<file path="src/rtl/mem_arbiter_if.sv">
// mem_arbiter_if
//   Bundles the two requester ports, the acknowledge/read-data return path
//   and the RAM command port of mem_arbiter.
//   slave  : arbiter view (requests and mem_rdata in, acks/rdata/mem_* out)
//   master : environment view (requesters plus RAM)
// Signals:
//   req0/req1, we0/we1, addr0/addr1, wdata0/wdata1 : per-master request
//   ack0/ack1, rdata : one-cycle completion pulse and returned read data
//   busy             : arbiter is in ACCESS or DONE
//   mem_cmd/mem_addr/mem_wdata/mem_rdata : RAM port (00 none, 01 read, 11 write)
interface mem_arbiter_if #(
  parameter int AW = 9,
  parameter int DW = 16
);
  logic          req0, req1;
  logic          we0, we1;
  logic [AW-1:0] addr0, addr1;
  logic [DW-1:0] wdata0, wdata1;
  logic          ack0, ack1;
  logic [DW-1:0] rdata;
  logic          busy;
  logic [1:0]    mem_cmd;
  logic [AW-1:0] mem_addr;
  logic [DW-1:0] mem_wdata;
  logic [DW-1:0] mem_rdata;

  modport slave (
    input  req0, req1, we0, we1, addr0, addr1, wdata0, wdata1, mem_rdata,
    output ack0, ack1, rdata, busy, mem_cmd, mem_addr, mem_wdata
  );

  modport master (
    output req0, req1, we0, we1, addr0, addr1, wdata0, wdata1, mem_rdata,
    input  ack0, ack1, rdata, busy, mem_cmd, mem_addr, mem_wdata
  );
endinterface

</file>
<file path="src/rtl/mem_arbiter.sv">
// mem_arbiter
//   Serialises two masters (port 0 = CPU, port 1 = DMA/debug) onto a single
//   read/write RAM port. Three-state sequence IDLE -> ACCESS -> DONE, one
//   access per three cycles, round-robin between contending masters.
// Ports:
//   clk   : clock, all state changes on rising edge
//   reset : synchronous, active-high; abandons any transfer in flight
//   bus   : mem_arbiter_if.slave (requests, acks, rdata, busy, RAM port)

// Per-master slice: eligibility and the registered acknowledge pulse.
module mem_arbiter_port (
  input  logic clk,
  input  logic reset,
  input  logic req,
  input  logic ack_set,
  output logic elig,
  output logic ack
);
  // A master whose ack is still high is masked so a held req is not
  // served twice; the other master may still win that cycle.
  assign elig = req & ~ack;

  always_ff @(posedge clk) begin
    if (reset) ack <= 1'b0;
    else       ack <= ack_set;
  end
endmodule

module mem_arbiter #(
  parameter int AW = 9,
  parameter int DW = 16
) (
  input  logic          clk,
  input  logic          reset,
  mem_arbiter_if.slave  bus
);
  localparam logic [1:0] MNONE  = 2'b00;
  localparam logic [1:0] MREAD  = 2'b01;
  localparam logic [1:0] MWRITE = 2'b11;
  localparam int NP = 2;

  typedef enum logic [1:0] {IDLE, ACCESS, DONE} state_t;

  state_t        state, state_nx;
  logic [NP-1:0] req_v, elig, ack_q, ack_set;
  logic          grant, win_nx;
  logic          win_id, lat_we, last;
  logic [AW-1:0] lat_addr;
  logic [DW-1:0] lat_wdata, rdata_q;
  logic [1:0]    cmd;

  assign req_v   = {bus.req1, bus.req0};
  assign ack_set = {(state == DONE) &  win_id,
                    (state == DONE) & ~win_id};

  for (genvar i = 0; i < NP; i++) begin : g_port
    mem_arbiter_port u_port (
      .clk     (clk),
      .reset   (reset),
      .req     (req_v[i]),
      .ack_set (ack_set[i]),
      .elig    (elig[i]),
      .ack     (ack_q[i])
    );
  end

  // Next state, grant decision and RAM command.
  always_comb begin
    state_nx = state;
    grant    = 1'b0;
    win_nx   = win_id;
    cmd      = MNONE;
    case (state)
      IDLE: begin
        if (|elig) begin
          grant    = 1'b1;
          state_nx = ACCESS;
          // On contention the master not served last wins.
          win_nx   = (&elig) ? ~last : elig[1];
        end
      end
      ACCESS: begin
        cmd      = lat_we ? MWRITE : MREAD;
        state_nx = DONE;
      end
      DONE: begin
        // Reads keep MREAD up so the RAM data stays valid for capture.
        cmd      = lat_we ? MNONE : MREAD;
        state_nx = IDLE;
      end
      default: state_nx = IDLE;
    endcase
  end

  always_ff @(posedge clk) begin
    if (reset) state <= IDLE;
    else       state <= state_nx;
  end

  // Request latches, round-robin pointer and read data return.
  always_ff @(posedge clk) begin
    if (reset) begin
      win_id    <= 1'b0;
      lat_we    <= 1'b0;
      lat_addr  <= '0;
      lat_wdata <= '0;
      rdata_q   <= '0;
      last      <= 1'b1;  // port 0 wins the first contention
    end else begin
      if (grant) begin
        win_id    <= win_nx;
        lat_we    <= win_nx ? bus.we1    : bus.we0;
        lat_addr  <= win_nx ? bus.addr1  : bus.addr0;
        lat_wdata <= win_nx ? bus.wdata1 : bus.wdata0;
      end
      if (state == DONE) begin
        last <= win_id;
        if (!lat_we) rdata_q <= bus.mem_rdata;
      end
    end
  end

  assign bus.ack0      = ack_q[0];
  assign bus.ack1      = ack_q[1];
  assign bus.rdata     = rdata_q;
  assign bus.busy      = (state != IDLE);
  assign bus.mem_cmd   = cmd;
  assign bus.mem_addr  = lat_addr;
  assign bus.mem_wdata = lat_wdata;

  a_ack_onehot: assert property (@(posedge clk) disable iff (reset)
    !(ack_q[0] && ack_q[1]));
  a_write_single: assert property (@(posedge clk) disable iff (reset)
    (cmd == MWRITE) |=> (cmd != MWRITE));
endmodule

</file>
<file path="src/flat_wrapper.sv">
// flat-port wrapper written by rule: the top's interface ports become plain ports
module mem_arbiter_flat 
#(
  parameter int AW = 9,
  parameter int DW = 16
)
  (clk, reset, bus_req0, bus_req1, bus_we0, bus_we1, bus_addr0, bus_addr1, bus_wdata0, bus_wdata1, bus_mem_rdata, bus_ack0, bus_ack1, bus_rdata, bus_busy, bus_mem_cmd, bus_mem_addr, bus_mem_wdata);
  mem_arbiter_if #(.AW(AW), .DW(DW)) bus_i ();
  input  logic clk;
  input  logic reset;
  input wire logic [$bits(bus_i.req0)-1:0] bus_req0;
  input wire logic [$bits(bus_i.req1)-1:0] bus_req1;
  input wire logic [$bits(bus_i.we0)-1:0] bus_we0;
  input wire logic [$bits(bus_i.we1)-1:0] bus_we1;
  input wire logic [$bits(bus_i.addr0)-1:0] bus_addr0;
  input wire logic [$bits(bus_i.addr1)-1:0] bus_addr1;
  input wire logic [$bits(bus_i.wdata0)-1:0] bus_wdata0;
  input wire logic [$bits(bus_i.wdata1)-1:0] bus_wdata1;
  input wire logic [$bits(bus_i.mem_rdata)-1:0] bus_mem_rdata;
  output wire logic [$bits(bus_i.ack0)-1:0] bus_ack0;
  output wire logic [$bits(bus_i.ack1)-1:0] bus_ack1;
  output wire logic [$bits(bus_i.rdata)-1:0] bus_rdata;
  output wire logic [$bits(bus_i.busy)-1:0] bus_busy;
  output wire logic [$bits(bus_i.mem_cmd)-1:0] bus_mem_cmd;
  output wire logic [$bits(bus_i.mem_addr)-1:0] bus_mem_addr;
  output wire logic [$bits(bus_i.mem_wdata)-1:0] bus_mem_wdata;
  assign bus_i.req0 = bus_req0;
  assign bus_i.req1 = bus_req1;
  assign bus_i.we0 = bus_we0;
  assign bus_i.we1 = bus_we1;
  assign bus_i.addr0 = bus_addr0;
  assign bus_i.addr1 = bus_addr1;
  assign bus_i.wdata0 = bus_wdata0;
  assign bus_i.wdata1 = bus_wdata1;
  assign bus_i.mem_rdata = bus_mem_rdata;
  assign bus_ack0 = bus_i.ack0;
  assign bus_ack1 = bus_i.ack1;
  assign bus_rdata = bus_i.rdata;
  assign bus_busy = bus_i.busy;
  assign bus_mem_cmd = bus_i.mem_cmd;
  assign bus_mem_addr = bus_i.mem_addr;
  assign bus_mem_wdata = bus_i.mem_wdata;
  mem_arbiter #(.AW(AW), .DW(DW)) u_core (.clk(clk), .reset(reset), .bus(bus_i));
endmodule
</file>
<file path="config.mk">
export PLATFORM = sky130hd
export DESIGN_NAME = mem_arbiter_flat
export DESIGN_NICKNAME = d
export VERILOG_FILES = /design/src/rtl/mem_arbiter_if.sv /design/src/rtl/mem_arbiter.sv /design/src/flat_wrapper.sv
export SDC_FILE = /design/constraint.sdc
export NUM_CORES = 1
export LEC_CHECK = 0
export ABC_AREA = 1
export CAP_MARGIN = 5
export CORE_MARGIN = 2
export CORE_UTILIZATION = 39
export DETAILED_ROUTE_END_ITERATION = 10
export HOLD_SLACK_MARGIN = 0.12
export PLACE_DENSITY = 0.8
export RECOVER_POWER = 100
export SETUP_SLACK_MARGIN = 0.02
export SLEW_MARGIN = 0
export SYNTH_ARGS = -nofsm -noshare
export SYNTH_HDL_FRONTEND = slang
export SYNTH_HIERARCHICAL = 1
export SYNTH_SLANG_ARGS = --single-unit
</file>
<file path="constraint.sdc">
create_clock -name clk -period 1.75 [get_ports clk]
set_clock_uncertainty 0.1 [all_clocks]
set_input_delay 0.4375 -clock clk [delete_from_list [all_inputs] [get_ports clk]]
set_output_delay 0.4375 -clock clk [all_outputs]
set_load 0.005 [all_outputs]
</file>
==> metrics <==
Port Buf Inserts 117; period utilization 101.7%; static leakage between 1.5 and 2 nW; sw power ~0.00095 W; commonest cells after routing, fill and taps aside 98 x clkdlybuf4s50_1, 39 x o21ai_0, 38 x nand2_1; TritonCTS clock tree done; Setup violations, final 1; first-pass GRT wire length 10.65 mm; number of synthesized flops with an enable pin 0; sequential cell area fraction in the yosys report 43.15%; gr ovfl total 0; clock sinks 48; Post-Syn Nets around 370; 1st-iter DRT viols between 60 and 70; DR WL/cell 14.37 um; critical path's slowest cell dfxtp_2; die area ~6300 sq um; Internal between 0.002 and 0.0025 W; number of buffers created by CTS 5; mapped cell area 2227 sq um; fin cells roughly 510; critical path cell sequence buf_6 -> ha_4 -> inv_4 -> nor2_4 -> nor2_2 -> nor2_1 -> buf_2; CP endpoint kind output pin; core area 5507 sq um; number of global-route vias before repair roughly 2400; First-pass DRT Iterations 4; Die X-Extent between 70 and 80 um; Worst-path clk slew about 0.09 ns; crit path DAT 1.24 ns; number of synthesized register bits 48; fmax roughly 0.56 GHz; initial antenna violation count 0; Yosys Warn Count 6; DP HPWL 4.774 mm; most used flip-flop cell after synthesis dfxtp_1; Synth cell types 27; number of fill cells in the layout around 420; CTS max path bufs 2; CTS Root Buffer Type clkbuf_8; H-tree depth 2; multi-input combinational cell area 1207 sq um; Fin. Hold Viols 0; Residual DRC 0; Cells after Synth ~300; register area just under 1000 sq um; max incr delay on CP between 0.3 and 0.4 ns; relative slew slack 82.15%; Clock power frac around 25%; pin count of the biggest net entering global routing 34; CP max FO 2; Clk Latency, worst-skew pair ~0.3 ns; Post-CTS Hold Buffers 0; syn avg cell area about 7.5 sq um; fin worst setup slack -0.02950 ns; Starting Density between 40 and 50%; vias per inst a little under 5; unrepaired setup endpoints after global routing true; type of the worst setup path reg2out; Reg-to-Reg Start u_core/state[1]; post-route minimum period around 1.8 ns; Comb pwr share 35.4%; fraction of registers with async set/reset 0%; gr usage total a little over a fifth; Worst Hold Class reg2reg; diode count 0; Total Routed Length about 7.3 mm; Worst Hold Launch u_core/bus.rdata[6]; Die Ht 79.57 um; Slew @ Worst Pin roughly 0.27 ns; Setup crit start kind flip-flop; Max Cap Viol 0; Post-DRT Antenna Nets 0; Worst VDD drop approximately 0.48 mV; final RePlAce weighted congestion 0.7928; Area Growth Syn to Fin 79.83%; switching fraction of total power between 20 and 30%; PD cells around 810 nW/um^2; CP Data Required Time around 1.2 ns; Final Max Slew Viols 0; outcome complete, but fails checks; Hold WS 0.4170 ns; final net count a little over 500; layout cell share with drive strength beyond 1 20.79%; most common cell after layout, fill and taps aside clkdlybuf4s50_1; register share of total power roughly 40%; CP startpoint u_core/state[1]; vias roughly 2500; row count 27; violated checks setup timing; Inst Count DP between 400 and 500; I/O pins about 120
## repair_timing
item | in CTS | in global routing
setup endpoints to repair | 17 | 45
setup buffers | 2 | 3
gates cloned | 0 | 5
pin swaps | 2 | 9
gates resized for setup | 25 | 45
## cells in the mapped netlist (3+ instances only)
master / number / area, sq um
dfxtp_1: 48 / 960.9
nand2_1: 42 / 157.7
o21ai_0: 40 / 200.2
nor2_1: 38 / 142.6
a21oi_1: 25 / 125.1
inv_1: 23 / 86.33
nand3b_1: 16 / 120.1
or2_2: 12 / 75.07
or2_0: 11 / 68.82
buf_2: 7 / 35.03
clkbuf_1: 6 / 22.52
ha_1: 4 / 50.05
nor2_2: 4 / 25.02
a21oi_2: 3 / 26.28
or2_1: 3 / 18.77
## metrics by stage
| stage | setup slack [ns] | area, sq um | TNS, ns | util [%] | total power (W) |
|---|---|---|---|---|---|
| floorplan | 0.05348 | 2227 | 0 | - | 0.001741 |
| global placement | -0.2950 | 3593 | -6.480 | 65.26 | 0.002291 |
| detailed placement | -0.3750 | 3593 | -7.763 | 65.26 | 0.002320 |
| CTS | -0.05155 | 3750 | -0.08943 | 68.10 | 0.003150 |
| global route | -0.1138 | 4005 | -0.1769 | 72.73 | 0.003450 |
| finish | -0.02950 | 4005 | -0.02950 | 72.73 | 0.003259 |
## sequential cells by signal, summed over array words and instances, names as in the netlist
| register | count |
|---|---|
| u_core/bus.mem_wdata | 16 |
| u_core/bus.rdata | 16 |
| u_core/bus.mem_addr | 9 |
| u_core/g_port.u_port/ack | 2 |
| u_core/state | 2 |
| u_core/last | 1 |
| u_core/lat_we | 1 |
| u_core/win_id | 1 |
## routing by layer
metal  wire length, um  track usage (%)  vias up
li1                  -                -     1221
met1              2896            23.70     1127
met2              3590            36.13      102
met3               717            9.276        6
met4                49            4.138        0
met5                 0                0        -
## worst paths after layout
check,to,cells after the start,slack [ns]
worst max-delay path,bus_mem_cmd[0],7,-0.03
worst min-delay path,u_core/bus.rdata[6],2,0.42
worst max register to register,u_core/bus.mem_wdata[2],8,0.07
worst min register to register,u_core/bus.rdata[6],2,0.42
## cell families after synthesis
logic type                 count (synthesis)  synth area share (%)
and+or+nand+nor                          131                 29.27
AOI/OAI and AO/OA                         73                 17.30
DFF                                       48                 43.15
buffers and inverters                     41                 8.033
adders and majority gates                  4                 2.247
## cell type report
type                       instances  area share, %
inverter                          25          2.468
clock buffer                       5          1.718
tap                               72          2.249
multi-input combinational        210          30.15
timing repair buffer             142          37.99
sequential                        48          24.37
clock inverter                     3          1.062
## critical path, delay by kind of cell (launching register included)
kind	cells	cell delay, ns
buffers and inverters	3	0.25
AND/OR/NAND/NOR	3	0.20
adder cells (fa/ha/maj)	1	0.14
flip-flops	1	0.35
## power groups by stage
stage          combinational [W]  clock [W]  sequential (W)
3_5_place_dp             0.00101          0         0.00131
3_3_place_gp            0.000982          0         0.00131
4_1_cts                  0.00103   0.000827         0.00129
5_1_grt                  0.00126   0.000870         0.00132
6_report                 0.00115   0.000807         0.00130
2_1_floorplan           0.000424          0         0.00132
No activity file was read; power rests on OpenSTA's default activity.
